===== config.mk =====
export PLATFORM = sky130hd
export DESIGN_NAME = uart_rx_param
export DESIGN_NICKNAME = d
export VERILOG_FILES = /design/src/rtl/uart_pkg.sv /design/src/rtl/uart_rx_sync.sv /design/src/rtl/uart_rx_param.sv
export SDC_FILE = /design/constraint.sdc
export NUM_CORES = 1
export LEC_CHECK = 0
export BUFFER_PORTS_ARGS = -buffer_cell sky130_fd_sc_hd__buf_2
export CORE_MARGIN = 4
export CORE_UTILIZATION = 55
export DETAILED_ROUTE_END_ITERATION = 6
export PLACE_DENSITY = 0.75
export SYNTH_ARGS = -nofsm -noshare
export SYNTH_HDL_FRONTEND = slang
export SYNTH_SLANG_ARGS = --single-unit

===== constraint.sdc =====
create_clock -name clk -period 2.8 [get_ports clk]
set_input_delay 0.28 -clock clk [delete_from_list [all_inputs] [get_ports clk]]
set_output_delay 0.28 -clock clk [all_outputs]
set_load 0.02 [all_outputs]

===== src/rtl/uart_pkg.sv =====
// Shared definitions for the parametrised UART receiver: parity-mode
// encodings, the one-hot receiver state encoding and a 2-of-3 vote helper
// (the helper is only called when UART_RX_MAJORITY_EN is defined).
package uart_pkg;

    localparam logic [1:0] PAR_NONE = 2'b00;
    localparam logic [1:0] PAR_EVEN = 2'b01;
    localparam logic [1:0] PAR_ODD  = 2'b10;

    typedef enum logic [4:0] {
        ST_IDLE   = 5'b00001,
        ST_START  = 5'b00010,
        ST_DATA   = 5'b00100,
        ST_PARITY = 5'b01000,
        ST_STOP   = 5'b10000
    } rx_state_e;

    function automatic logic maj3(input logic a, input logic b, input logic c);
        return (a & b) | (a & c) | (b & c);
    endfunction

endpackage


===== src/rtl/uart_rx_sync.sv =====
// Two-flop synchronizer for the asynchronous serial line. Both flops reset
// to 1 so the line reads as idle while reset is held.
module uart_rx_sync (
    input  logic clk,
    input  logic reset,
    input  logic d_i,
    output logic q_o
);

    logic meta_q;
    logic sync_q;

    // Two-stage resynchronisation of the raw line into the clk domain
    always_ff @(posedge clk or posedge reset) begin
        if (reset) begin
            meta_q <= 1'b1;
            sync_q <= 1'b1;
        end else begin
            meta_q <= d_i;
            sync_q <= meta_q;
        end
    end

    assign q_o = sync_q;

endmodule


===== src/rtl/uart_rx_param.sv =====
// Parametrised oversampled UART receiver with runtime parity/stop selection,
// parity/framing/overrun reporting and a valid/ready output register.
// Optional macro UART_RX_MAJORITY_EN: every sample point takes a 2-of-3 vote
// over the ticks P-2, P-1 and P instead of a single sample at P.
module uart_rx_param
    import uart_pkg::*;
#(
    parameter int DATA_BITS  = 8,
    parameter int OVERSAMPLE = 16,
    parameter int CNT_W      = $clog2(OVERSAMPLE),
    parameter int N_W        = $clog2(DATA_BITS)
) (
    input  logic                 clk,
    input  logic                 reset,
    input  logic                 tick,
    input  logic                 rx,
    input  logic [1:0]           parity_mode,
    input  logic                 stop_bits,
    output logic [DATA_BITS-1:0] d_out,
    output logic                 parity_err,
    output logic                 frame_err,
    output logic                 rx_valid,
    input  logic                 rx_ready,
    output logic                 overrun,
    output logic                 busy
);

    localparam logic [CNT_W-1:0] S_HALF = CNT_W'(OVERSAMPLE / 2 - 1);
    localparam logic [CNT_W-1:0] S_LAST = CNT_W'(OVERSAMPLE - 1);
    localparam logic [N_W-1:0]   N_LAST = N_W'(DATA_BITS - 1);

    rx_state_e            state_q;
    logic [CNT_W-1:0]     s_q;
    logic [N_W-1:0]       n_q;
    logic                 k_q;
    logic [1:0]           par_q;
    logic                 stop2_q;
    logic [DATA_BITS-1:0] shreg_q;
    logic                 perr_q;
    logic                 ferr_q;

    logic [DATA_BITS-1:0] d_out_q;
    logic                 parity_err_q;
    logic                 frame_err_q;
    logic                 rx_valid_q;
    logic                 overrun_q;

    logic                 rx_s;
    logic                 samp_bit;
    logic [CNT_W-1:0]     samp_pt;
    logic                 has_par;
    logic                 frame_done;
    logic                 ferr_final;

    uart_rx_sync u_sync (
        .clk   (clk),
        .reset (reset),
        .d_i   (rx),
        .q_o   (rx_s)
    );

    // The start bit is sampled mid-bit; every later bit one full period on
    assign samp_pt = (state_q == ST_START) ? S_HALF : S_LAST;

`ifdef UART_RX_MAJORITY_EN
    logic m0_q;
    logic m1_q;

    // Capture the two early votes just ahead of each nominal sample point
    always_ff @(posedge clk or posedge reset) begin
        if (reset) begin
            m0_q <= 1'b1;
            m1_q <= 1'b1;
        end else if (tick) begin
            if (s_q == samp_pt - CNT_W'(2)) m0_q <= rx_s;
            if (s_q == samp_pt - CNT_W'(1)) m1_q <= rx_s;
        end
    end

    assign samp_bit = maj3(m0_q, m1_q, rx_s);
`else
    assign samp_bit = rx_s;
`endif

    assign has_par    = (par_q == PAR_EVEN) || (par_q == PAR_ODD);
    assign frame_done = (state_q == ST_STOP) && tick && (s_q == S_LAST) && (k_q == stop2_q);
    assign ferr_final = ferr_q | ~samp_bit;

    // Frame-level state machine: start detection, bit counting and shifting
    always_ff @(posedge clk or posedge reset) begin
        if (reset) begin
            state_q <= ST_IDLE;
            s_q     <= '0;
            n_q     <= '0;
            k_q     <= 1'b0;
            par_q   <= PAR_NONE;
            stop2_q <= 1'b0;
            shreg_q <= '0;
            perr_q  <= 1'b0;
            ferr_q  <= 1'b0;
        end else begin
            case (state_q)
                ST_IDLE: begin
                    if (!rx_s) begin
                        state_q <= ST_START;
                        s_q     <= '0;
                        par_q   <= parity_mode;
                        stop2_q <= stop_bits;
                        perr_q  <= 1'b0;
                        ferr_q  <= 1'b0;
                    end
                end
                ST_START: begin
                    if (tick) begin
                        if (s_q == S_HALF) begin
                            s_q     <= '0;
                            n_q     <= '0;
                            state_q <= samp_bit ? ST_IDLE : ST_DATA;
                        end else begin
                            s_q <= s_q + CNT_W'(1);
                        end
                    end
                end
                ST_DATA: begin
                    if (tick) begin
                        if (s_q == S_LAST) begin
                            shreg_q <= {samp_bit, shreg_q[DATA_BITS-1:1]};
                            s_q     <= '0;
                            if (n_q == N_LAST) begin
                                k_q     <= 1'b0;
                                state_q <= has_par ? ST_PARITY : ST_STOP;
                            end else begin
                                n_q <= n_q + N_W'(1);
                            end
                        end else begin
                            s_q <= s_q + CNT_W'(1);
                        end
                    end
                end
                ST_PARITY: begin
                    if (tick) begin
                        if (s_q == S_LAST) begin
                            perr_q  <= (par_q == PAR_ODD) ? ~(^shreg_q ^ samp_bit)
                                                          : (^shreg_q ^ samp_bit);
                            s_q     <= '0;
                            k_q     <= 1'b0;
                            state_q <= ST_STOP;
                        end else begin
                            s_q <= s_q + CNT_W'(1);
                        end
                    end
                end
                ST_STOP: begin
                    if (tick) begin
                        if (s_q == S_LAST) begin
                            s_q <= '0;
                            if (!samp_bit) ferr_q <= 1'b1;
                            // Returning to idle mid stop bit lets a
                            // back-to-back start edge be caught
                            if (k_q == stop2_q) begin
                                state_q <= ST_IDLE;
                            end else begin
                                k_q <= 1'b1;
                            end
                        end else begin
                            s_q <= s_q + CNT_W'(1);
                        end
                    end
                end
                default: state_q <= ST_IDLE;
            endcase
        end
    end

    // Output register with valid/ready handshake and sticky overrun
    always_ff @(posedge clk or posedge reset) begin
        if (reset) begin
            d_out_q      <= '0;
            parity_err_q <= 1'b0;
            frame_err_q  <= 1'b0;
            rx_valid_q   <= 1'b0;
            overrun_q    <= 1'b0;
        end else begin
            if (rx_valid_q && rx_ready) begin
                rx_valid_q <= 1'b0;
                overrun_q  <= 1'b0;
            end
            if (frame_done) begin
                if (!rx_valid_q || rx_ready) begin
                    d_out_q      <= shreg_q;
                    parity_err_q <= perr_q;
                    frame_err_q  <= ferr_final;
                    rx_valid_q   <= 1'b1;
                end else begin
                    overrun_q <= 1'b1;
                end
            end
        end
    end

    assign d_out      = d_out_q;
    assign parity_err = parity_err_q;
    assign frame_err  = frame_err_q;
    assign rx_valid   = rx_valid_q;
    assign overrun    = overrun_q;
    assign busy       = (state_q != ST_IDLE);

endmodule


Word-level counts from Yosys, hierarchy flattened
Cells that the tools add are included.
{"block": "op_classes", "muxes": 50, "n_bitwise": 4, "eq_ne": 27, "n_reduce_logical": 23, "n_addsub": 2}
{"operator": "two-way mux 5 bit", "n": 12}
{"operator": "case mux 5 bit (5 select lines)", "n": 1}
{"operator": "!= test 2 bit (second input constant)", "n": 11}
{"operator": "two-way mux 1 bit", "n": 21}
{"operator": "two-way mux 4 bit", "n": 5}
{"operator": "two-way mux 3 bit", "n": 6}
{"operator": "case mux 4 bit (3 select lines)", "n": 1}
{"operator": "AND reduction 11 bit", "n": 1}
{"operator": "AND reduction 9 bit", "n": 1}
{"operator": "!= test 2 x 1 -> 1 bit (second input constant)", "n": 4}
{"operator": "AND reduction 4 bit", "n": 2}
{"operator": "XOR reduction 8 bit", "n": 1}
{"operator": "case mux 3 bit (2 select lines)", "n": 1}
{"operator": "AND reduction 6 bit", "n": 1}
{"operator": "nonzero test 2 bit", "n": 3}
{"operator": "nonzero test 3 bit", "n": 2}
{"operator": "equality test 5 x 1 -> 1 bit (second input constant)", "n": 1}
{"operator": "equality test 5 x 2 -> 1 bit (second input constant)", "n": 1}
{"operator": "equality test 5 x 3 -> 1 bit (second input constant)", "n": 1}
{"operator": "equality test 5 x 4 -> 1 bit (second input constant)", "n": 1}
{"operator": "equality test 5 bit (second input constant)", "n": 1}
{"operator": "!= test 5 x 1 -> 1 bit (second input constant)", "n": 1}
{"operator": "AND reduction 5 bit", "n": 1}
{"operator": "adder 4 x 1 -> 4 bit (second input constant)", "n": 1}
{"operator": "other kinds (18)", "n": 25}
{"block": "word_totals", "register_bits": 40, "out_inout_bits": 13, "word_cells": 122, "in_bits": 8}

Longest topological paths before layout
Gate-level depths: netlist of the first run.
{"block": "depth", "ltp_word": 7, "depth_mapped": 7, "depth_no_buf": 7}

Modules after synthesis
From an unflattened synthesis of the first run, not the netlist that was laid out.
{"block": "unflattened", "cells_unflattened": 176, "area_unflattened_um2": 1993.2}
{"module": "uart_rx_param", "area_per_inst_um2": 1936.9, "cells_each": 173, "instances": 1, "seq_area_each_um2": 952.2}
{"module": "uart_rx_sync", "area_per_inst_um2": 56.3, "cells_each": 3, "instances": 1, "seq_area_each_um2": 52.6}

Least setup slack after synthesis of the first run
OpenSTA, ideal clock, no wires.
{"block": "synth_timing", "path_kind": "register to register", "from": "register state_q[3]", "to": "register state_q[2]", "setup_time_ns": 0.125, "path_buffers": 0, "arrival_time_ns": 1.887, "period_less_slack_ns": 2.012, "required_time_ns": 2.675, "slack_ns": 0.788, "path_stages_with_launch": 6, "cell_sequence": "dfrtp_1 or4b_4 or2_4 a31o_1 and4_4 mux2_4"}
{"block": "synth_via", "elab_chain_len": 3, "word_cells_on_any_way": 18, "classes_between": "16 x eq/ne; 1 x mux; 1 x reduce/logical"}
{"element": "from (decl)", "line": "uart_rx_param.sv:32", "source": "rx_state_e state_q;"}
{"element": "from (signal assigned)", "line": "uart_rx_param.sv:118", "source": "state_q <= samp_bit ? ST_IDLE : ST_DATA;"}
{"element": "from (signal assigned)", "line": "uart_rx_param.sv:131", "source": "state_q <= has_par ? ST_PARITY : ST_STOP;"}
{"element": "equality test 5 x 1 -> 1 bit (tied with other cells)", "line": "uart_rx_param.sv:102", "source": "case (state_q)"}
{"element": "!= test 2 bit (no source line) or != test 2 x 1 -> 1 bit (tied branches)"}
{"element": "AND reduction 11 bit (no source line)"}
Several ways; a longest one is shown, not always the timed one.
A chain may end at the register's enable or synchronous reset.

Worst setup path after layout of the first run
{"block": "layout_timing", "from": "register state_q[2]", "to": "register state_q[3]"}
Same word-level chain as after synthesis.

==> summary.md, run 1 <==
| Metric | Value |
|---|---|
| Run status | `completed` |
| Share of cells above drive strength 1 | `31.3%` |
| CTS sink cnt | `40` |
| Worst R2R Setup Slack | `0.49 ns` |
| Worst r2r path cells | `5` |
| Top achievable clock speed | `~0.43 GHz` |
| Register area share after synthesis | `48.3%` |
| VDD IR max | `roughly 0.00056 V` |
| RSZ-0062 raised after global routing | `no` |
| Mapped Cells | `188` |
| Rows | `22` |
| Final setup violation count | `0` |
| RD Place Congestion | `0.892` |
| Drt drc | `0` |
| Post-CTS Setup Inserts | `0` |
| Yosys warns | `0` |
| Total negative setup slack | `0 ns` |
| WL met3 | `164 µm` |
| Crit. Startpoint | `state_q[2]$_DFFE_PP0P_` |
| Relative slew slack | `between 50 and 60%` |
| Post-Place Worst Slack | `0.493 ns` |
| Worst Setup EP | `state_q[3]$_DFFE_PP0P_` |
| Worst-Skew Late Latency | `approximately 0.30 ns` |
| Top layer reached by signal wires | `met4` |
| Final Power | `0.00192 W` |
| Critical path startpoint category | `flop` |
| Vias in the first global route | `1541` |
| Vias/cell | `5.78` |
| Worst EP arrival | `about 2.5 ns` |
| WL/cell | `16.0 µm` |
| Iter 0 DRT Violations | `73` |
| Async SR Flop Fraction | `100%` |
| DIE HEIGHT | `69.5 µm` |
| Nets | `222` |
| Clk buf depth | `2` |
| Initial core utilization | `~57%` |
| GRT overflow | `0` |
| Maxcap violations | `0` |
| Leak Pwr | `roughly 1.2 nW` |
| Cell Area, Synth | `2080 µm²` |
| Detailed Place HPWL | `approximately 3000 µm` |
| H-tree depth | `2` |
| Syn Nets | `200` |
| Critical Path Sink Type | `flop` |
| Worst Setup Path Type | `flop to flop` |
| CTS Buf Count | `5` |
| Post-synth cell types | `49` |
| Syn avg cell area | `11.1 µm²` |
| Hold Path Class | `input pin to flop` |
| Port buffer count | `20` |
| Ys flop type | `dfrtp_1` |
| CP required | `2.99 ns` |
| Final min period | `2.31 ns` |
| Post-Route M1 WL | `approximately 1700 µm` |
| Syn-to-layout area delta | `12.7%` |
| Total Wirelength | `4130 µm` |
| Placed cell areas | `2220 µm²` |
| Tot GR Track Use | `about a fifth` |
| Antenna cells | `0` |
| Clk_skew | `~0.0049 ns` |
| Reg2reg start | `state_q[2]$_DFFE_PP0P_` |
| Final Hold Fails | `0` |
| Max Fanout on Critical Path | `13` |
| Hold buffers post-CTS | `0` |
| Core area | `3660 µm²` |
| WHS | `0.0765 ns` |
| Die width | `69.5 µm` |
| Final Cell Area | `2350 µm²` |
| First-pass iteration count of the detailed router | `4` |
| Final slew viol count | `0` |
| Die area | `about 4800 µm²` |
| Final Cycle Share | `roughly 83%` |
| First-pass GRT wire length | `7140 µm` |
| Setup ws final | `just under 0.5 ns` |
| Initial antenna violation count | `0` |
| Pin count of the biggest net entering global routing | `41` |
| Top Ports | `21` |
| Vias post-DR | `1496` |
| Clk root buf | `clkbuf_8` |
| FILL cells | `approximately 290` |
| Worst-Margin Slew | `0.658 ns` |
| CTS clk-pin slew, worst paths | `0.08 ns` |
| CTS tree | `done` |
| Yosys reg bits | `40` |
| Pwr Density | `817 nW/µm²` |
| Number of enable flip-flop cells after synthesis | `0` |
| Worst r2r dst | `state_q[3]$_DFFE_PP0P_` |
| # resized after CTS | `0` |
| Routed wl met2 | `between 2000 and 2500 µm` |
| Routed Antenna Nets | `0` |
==> power by group <==
group          internal (W)  leakage, nW  switching [W]
logic              0.000317        0.571       0.000330
clock network      0.000291       0.0614       0.000207
registers          0.000658        0.528       0.000113
total               0.00127         1.16       0.000649
==> synthesized netlist by cell type, drive strengths merged (2+ instances only) <==
| library cell | n | area, µm² |
|---|---|---|
| nand2 | 13 | 48.8 |
| nor2 | 13 | 48.8 |
| nor2b | 3 | 18.8 |
| ha | 4 | 50.1 |
| xnor2 | 9 | 78.8 |
| dfstp | 3 | 78.8 |
| xor2 | 3 | 26.3 |
| nand2b | 6 | 37.5 |
| nand3 | 6 | 30.0 |
| a31oi | 2 | 12.5 |
| inv | 7 | 26.3 |
| nor3b | 2 | 15.0 |
| mux2i | 4 | 40.0 |
| mux2 | 25 | 293 |
| buf | 3 | 17.5 |
| clkbuf | 4 | 15.0 |
| and2 | 2 | 12.5 |
| o22ai | 4 | 25.0 |
| o21ai | 5 | 25.0 |
| nor3 | 3 | 15.0 |
| dfrtp | 37 | 926 |
| a21oi | 5 | 25.0 |
| or2 | 3 | 21.3 |
==> through the flow <==
stage / utilization, % / instances
6_report: 64.1 / 259
5_1_grt: 64.1 / 259
4_1_cts: 64.1 / 259
3_5_place_dp: 60.8 / 251
3_3_place_gp: 60.8 / 251
2_1_floorplan: - / 188
==> sequential cells by signal, indices dropped and copies added (netlist names) <==
register       cells
n_q                3
rx_valid           1
frame_err          1
par_q              2
shreg_q            8
parity_err         1
state_q            5
ferr_q             1
u_sync.q_o         1
s_q                4
d_out              8
u_sync.meta_q      1
stop2_q            1
perr_q             1
k_q                1
overrun            1
==> kinds of logic (layout without fill, tap and decap cells) <==
kind of cell	after synthesis	after routing	share of synthesized area (%)
adders and majority gates	4	4	2.40
AOI/OAI and AO/OA	30	30	10.3
and+or+nand+nor	59	59	15.2
muxes	29	29	16.0
DFF	40	40	48.3
xor gates and xnor gates	12	12	5.05
buffers and inverters	14	37	2.82
==> layout by cell type, fill, tap and decap left out, drive strengths merged, types with 2 or more instances in the layout <==
cell	count
clkbuf	6
dfstp	3
nand2	13
nor2	13
mux2i	4
a21oi	5
xnor2	9
nor3	3
and2	2
mux2	25
nor2b	3
nor3b	2
xor2	3
o21ai	5
inv	7
a31oi	2
or2	3
o22ai	4
ha	4
nand3	6
buf	22
nand2b	6
dfrtp	37
==> worst min-delay path by stage <==
stage	from	end	slack (ns)	depth (start not counted)
floorplan	rx	u_sync.meta_q$_DFF_PP1_	0.28	0
detailed placement	u_sync.meta_q$_DFF_PP1_	u_sync.q_o$_DFF_PP1_	0.35	0
global route	rx	u_sync.meta_q$_DFF_PP1_	0.05	1
finish	rx	u_sync.meta_q$_DFF_PP1_	0.08	1
CTS	rx	u_sync.meta_q$_DFF_PP1_	0.07	1
global placement	u_sync.meta_q$_DFF_PP1_	u_sync.q_o$_DFF_PP1_	0.35	0
==> cell type report <==
type	instances	area, µm²	share of cell area (%)
multi-input combinational	134	1020	43.4
sequential	40	1000	42.8
clock buffer	6	82.6	3.52
clock inverter	2	38.8	1.65
timing repair buffer	22	115	4.91
inverter	7	26.3	1.12
tap	48	60.1	2.56
==> worst max-delay path, stage by stage (launching register included) <==
cell	delay (ns)
dfrtp_1	0.54
or4b_4	0.65
or2_4	0.28
a31o_1	0.22
and4_4	0.22
mux2_4	0.29
==> metal layers <==
layer | up-vias | global-route usage, %
li1 | 713 | -
met1 | 743 | 21.3
met2 | 30 | 32.7
met3 | 10 | 5.22
met4 | 0 | 7.59
met5 | - | 0
(Power assumes the default switching activity.)
==> inputs of run 2 (changes only) <==
- clock period: 2.8 -> 2.2 ns (I/O delays scaled with it)
==> summary.md, run 2 (synthesis gave the netlist of run 1 again) <==
| Metric | Value |
|---|---|
| Leak Pwr | `1.20 nW (+3.4%)` |
| Rows | `22 (unchanged)` |
| Final slew viol count | `0 (unchanged)` |
| FILL cells | `292 (-0.34%)` |
| Clk buf depth | `2 (unchanged)` |
| Placed cell areas | `2310 µm² (+3.7%)` |
| Critical path startpoint category | `flop` |
| First-pass GRT wire length | `7520 µm (+5.3%)` |
| Reg2reg start | `state_q[2]$_DFFE_PP0P_` |
| Hold Path End | `u_sync.meta_q$_DFF_PP1_` |
| Maxcap violations | `0 (unchanged)` |
| Pwr Density | `1000 nW/µm² (+22%)` |
| Register Area | `1010 µm² (+0.25%)` |
| Worst R2R Setup Slack | `0.07 ns (-0.41 ns)` |
| Port buffer count | `20 (unchanged)` |
| Hold Path Class | `input pin to flop` |
| Worst Setup Path Type | `flop to flop` |
| Vias in the first global route | `1585 (+2.9%)` |
| Hold path cells | `1 (unchanged)` |
| Critical Path Sink Type | `flop` |
| Commonest cells after routing, fill and taps aside | `35 x dfrtp_1, 22 x mux2_2, 20 x buf_2` |
| Worst-Skew Late Latency | `0.29 ns (about the same)` |
| Initial core utilization | `56.9% (unchanged)` |
| Worst EP arrival | `2.30 ns (-0.20 ns)` |
| Max Fanout on Critical Path | `6 (-7)` |
| Die width | `69.5 µm (unchanged)` |
| Run status | `completed` |
| Vias/cell | `5.76 (-0.29%)` |
| CTS Buf Count | `5 (unchanged)` |
| Clk root buf | `clkbuf_8` |
| Nets | `233 (+5.0%)` |
| Share of cells above drive strength 1 | `37.4% (+6.1 points)` |
| H-tree depth | `2 (unchanged)` |
| Worst r2r dst | `state_q[4]$_DFFE_PP0P_` |
| Drt drc | `0 (unchanged)` |
| Pin count of the biggest net entering global routing | `41 (unchanged)` |
| Worst r2r path cells | `5 (unchanged)` |
| Core area | `3660 µm² (unchanged)` |
| Tot GR Track Use | `19.4% (+0.70 points)` |
| Routed Antenna Nets | `0 (unchanged)` |
| Final setup violation count | `0 (unchanged)` |
| Final Hold Fails | `0 (unchanged)` |
| Post-CTS Setup Inserts | `0 (unchanged)` |
| CTS sink cnt | `40 (unchanged)` |
| Hold Crit Start | `rx` |
| Final Power | `0.00244 W (+27%)` |
| DIE HEIGHT | `69.5 µm (unchanged)` |
| Most common cell after layout, fill and taps aside | `dfrtp_1` |
| First-pass iteration count of the detailed router | `4 (unchanged)` |
| CTS tree | `done` |
| Antenna cells | `0 (unchanged)` |
| Worst-Margin Slew | `0.498 ns (-0.160 ns)` |
| Die area | `4830 µm² (unchanged)` |
| CTS clk-pin slew, worst paths | `0.07 ns (about the same)` |
| CP required | `2.38 ns (-0.61 ns)` |
| Hold buffers post-CTS | `0 (unchanged)` |
| Syn-to-layout area delta | `17.3%` |
| GRT overflow | `0 (unchanged)` |
| Detailed Place HPWL | `3080 µm (+0.40%)` |
| WL/cell | `15.8 µm (-1.0%)` |
| Top Ports | `21 (unchanged)` |
| RD Place Congestion | `0.950 (+6.5%)` |
| Total negative setup slack | `0 ns (unchanged)` |
| Total Wirelength | `4260 µm (+3.2%)` |
| Fin util | `66.7% (+2.6 points)` |
| Final min period | `2.13 ns (-0.185 ns)` |
| Multi-input gate area | `1060 µm² (+3.8%)` |
| Initial antenna violation count | `0 (unchanged)` |
| RSZ-0062 raised after global routing | `no` |
| Iter 0 DRT Violations | `152 (+110%)` |
| # resized after CTS | `0 (unchanged)` |
| Relative slew slack | `66.8% (+11 points)` |
| VDD IR max | `0.000452 V (-19%)` |
| Final Cell Area | `2440 µm² (+4.1%)` |
| Vias post-DR | `1555 (+3.9%)` |
| Final Cycle Share | `96.8% (+14 points)` |
| Clk_skew | `0.00290 ns (-0.00199 ns)` |
| Top achievable clock speed | `0.470 GHz (+8.7%)` |
| WHS | `0.0253 ns (-0.0512 ns)` |
-- run 2: routing by layer --
layer	global-route usage (%)	share of wire, %
met5	0	0
met4	6.94	1.5
met3	4.06	4.1
met2	32.1	50
met1	25.1	44
-- run 2: worst max path at each step --
stage / slack [ns] / to / cells after the start / start
final: 0.07 / state_q[4]$_DFFE_PP0P_ / 5 / state_q[2]$_DFFE_PP0P_
after global routing: 0.001 / state_q[4]$_DFFE_PP0P_ / 5 / state_q[2]$_DFFE_PP0P_
after CTS: 0.001 / state_q[4]$_DFFE_PP0P_ / 6 / state_q[2]$_DFFE_PP0P_
after detailed placement: 0.03 / state_q[4]$_DFFE_PP0P_ / 6 / state_q[2]$_DFFE_PP0P_
after global placement: 0.13 / state_q[4]$_DFFE_PP0P_ / 5 / state_q[1]$_DFFE_PP0P_
after floorplan: 0.19 / state_q[2]$_DFFE_PP0P_ / 5 / state_q[3]$_DFFE_PP0P_
-- run 2: power breakdown --
part | leakage (nW) | internal (W) | switching, W
logic | 0.630 | 0.000476 | 0.000505
clock network | 0.0445 | 0.000255 | 0.000250
registers | 0.525 | 0.000840 | 0.000116
total | 1.20 | 0.00157 | 0.000871
-- run 2: worst max-delay path, cell delays in order (launching register included) --
cell	delay, ns
dfrtp_1	0.46
or4b_4	0.56
or2_4	0.26
a31o_1	0.21
and4_4	0.22
mux2_4	0.30
-- run 2: metrics by stage --
stage	setup WS, ns	instances
4_1_cts	0.00124	270
6_report	0.0713	270
5_1_grt	0.00101	270
2_1_floorplan	0.188	188
3_3_place_gp	0.126	262
3_5_place_dp	0.0333	262
-- run 2: area by class of cell --
cell class | instances | area share [%]
Multi-Input combinational cell | 134 | 43.3
Clock buffer | 7 | 3.53
Timing Repair Buffer | 33 | 8.09
Clock inverter | 1 | 0.307
Inverter | 7 | 1.08
Tap cell | 48 | 2.46
Sequential cell | 40 | 41.2
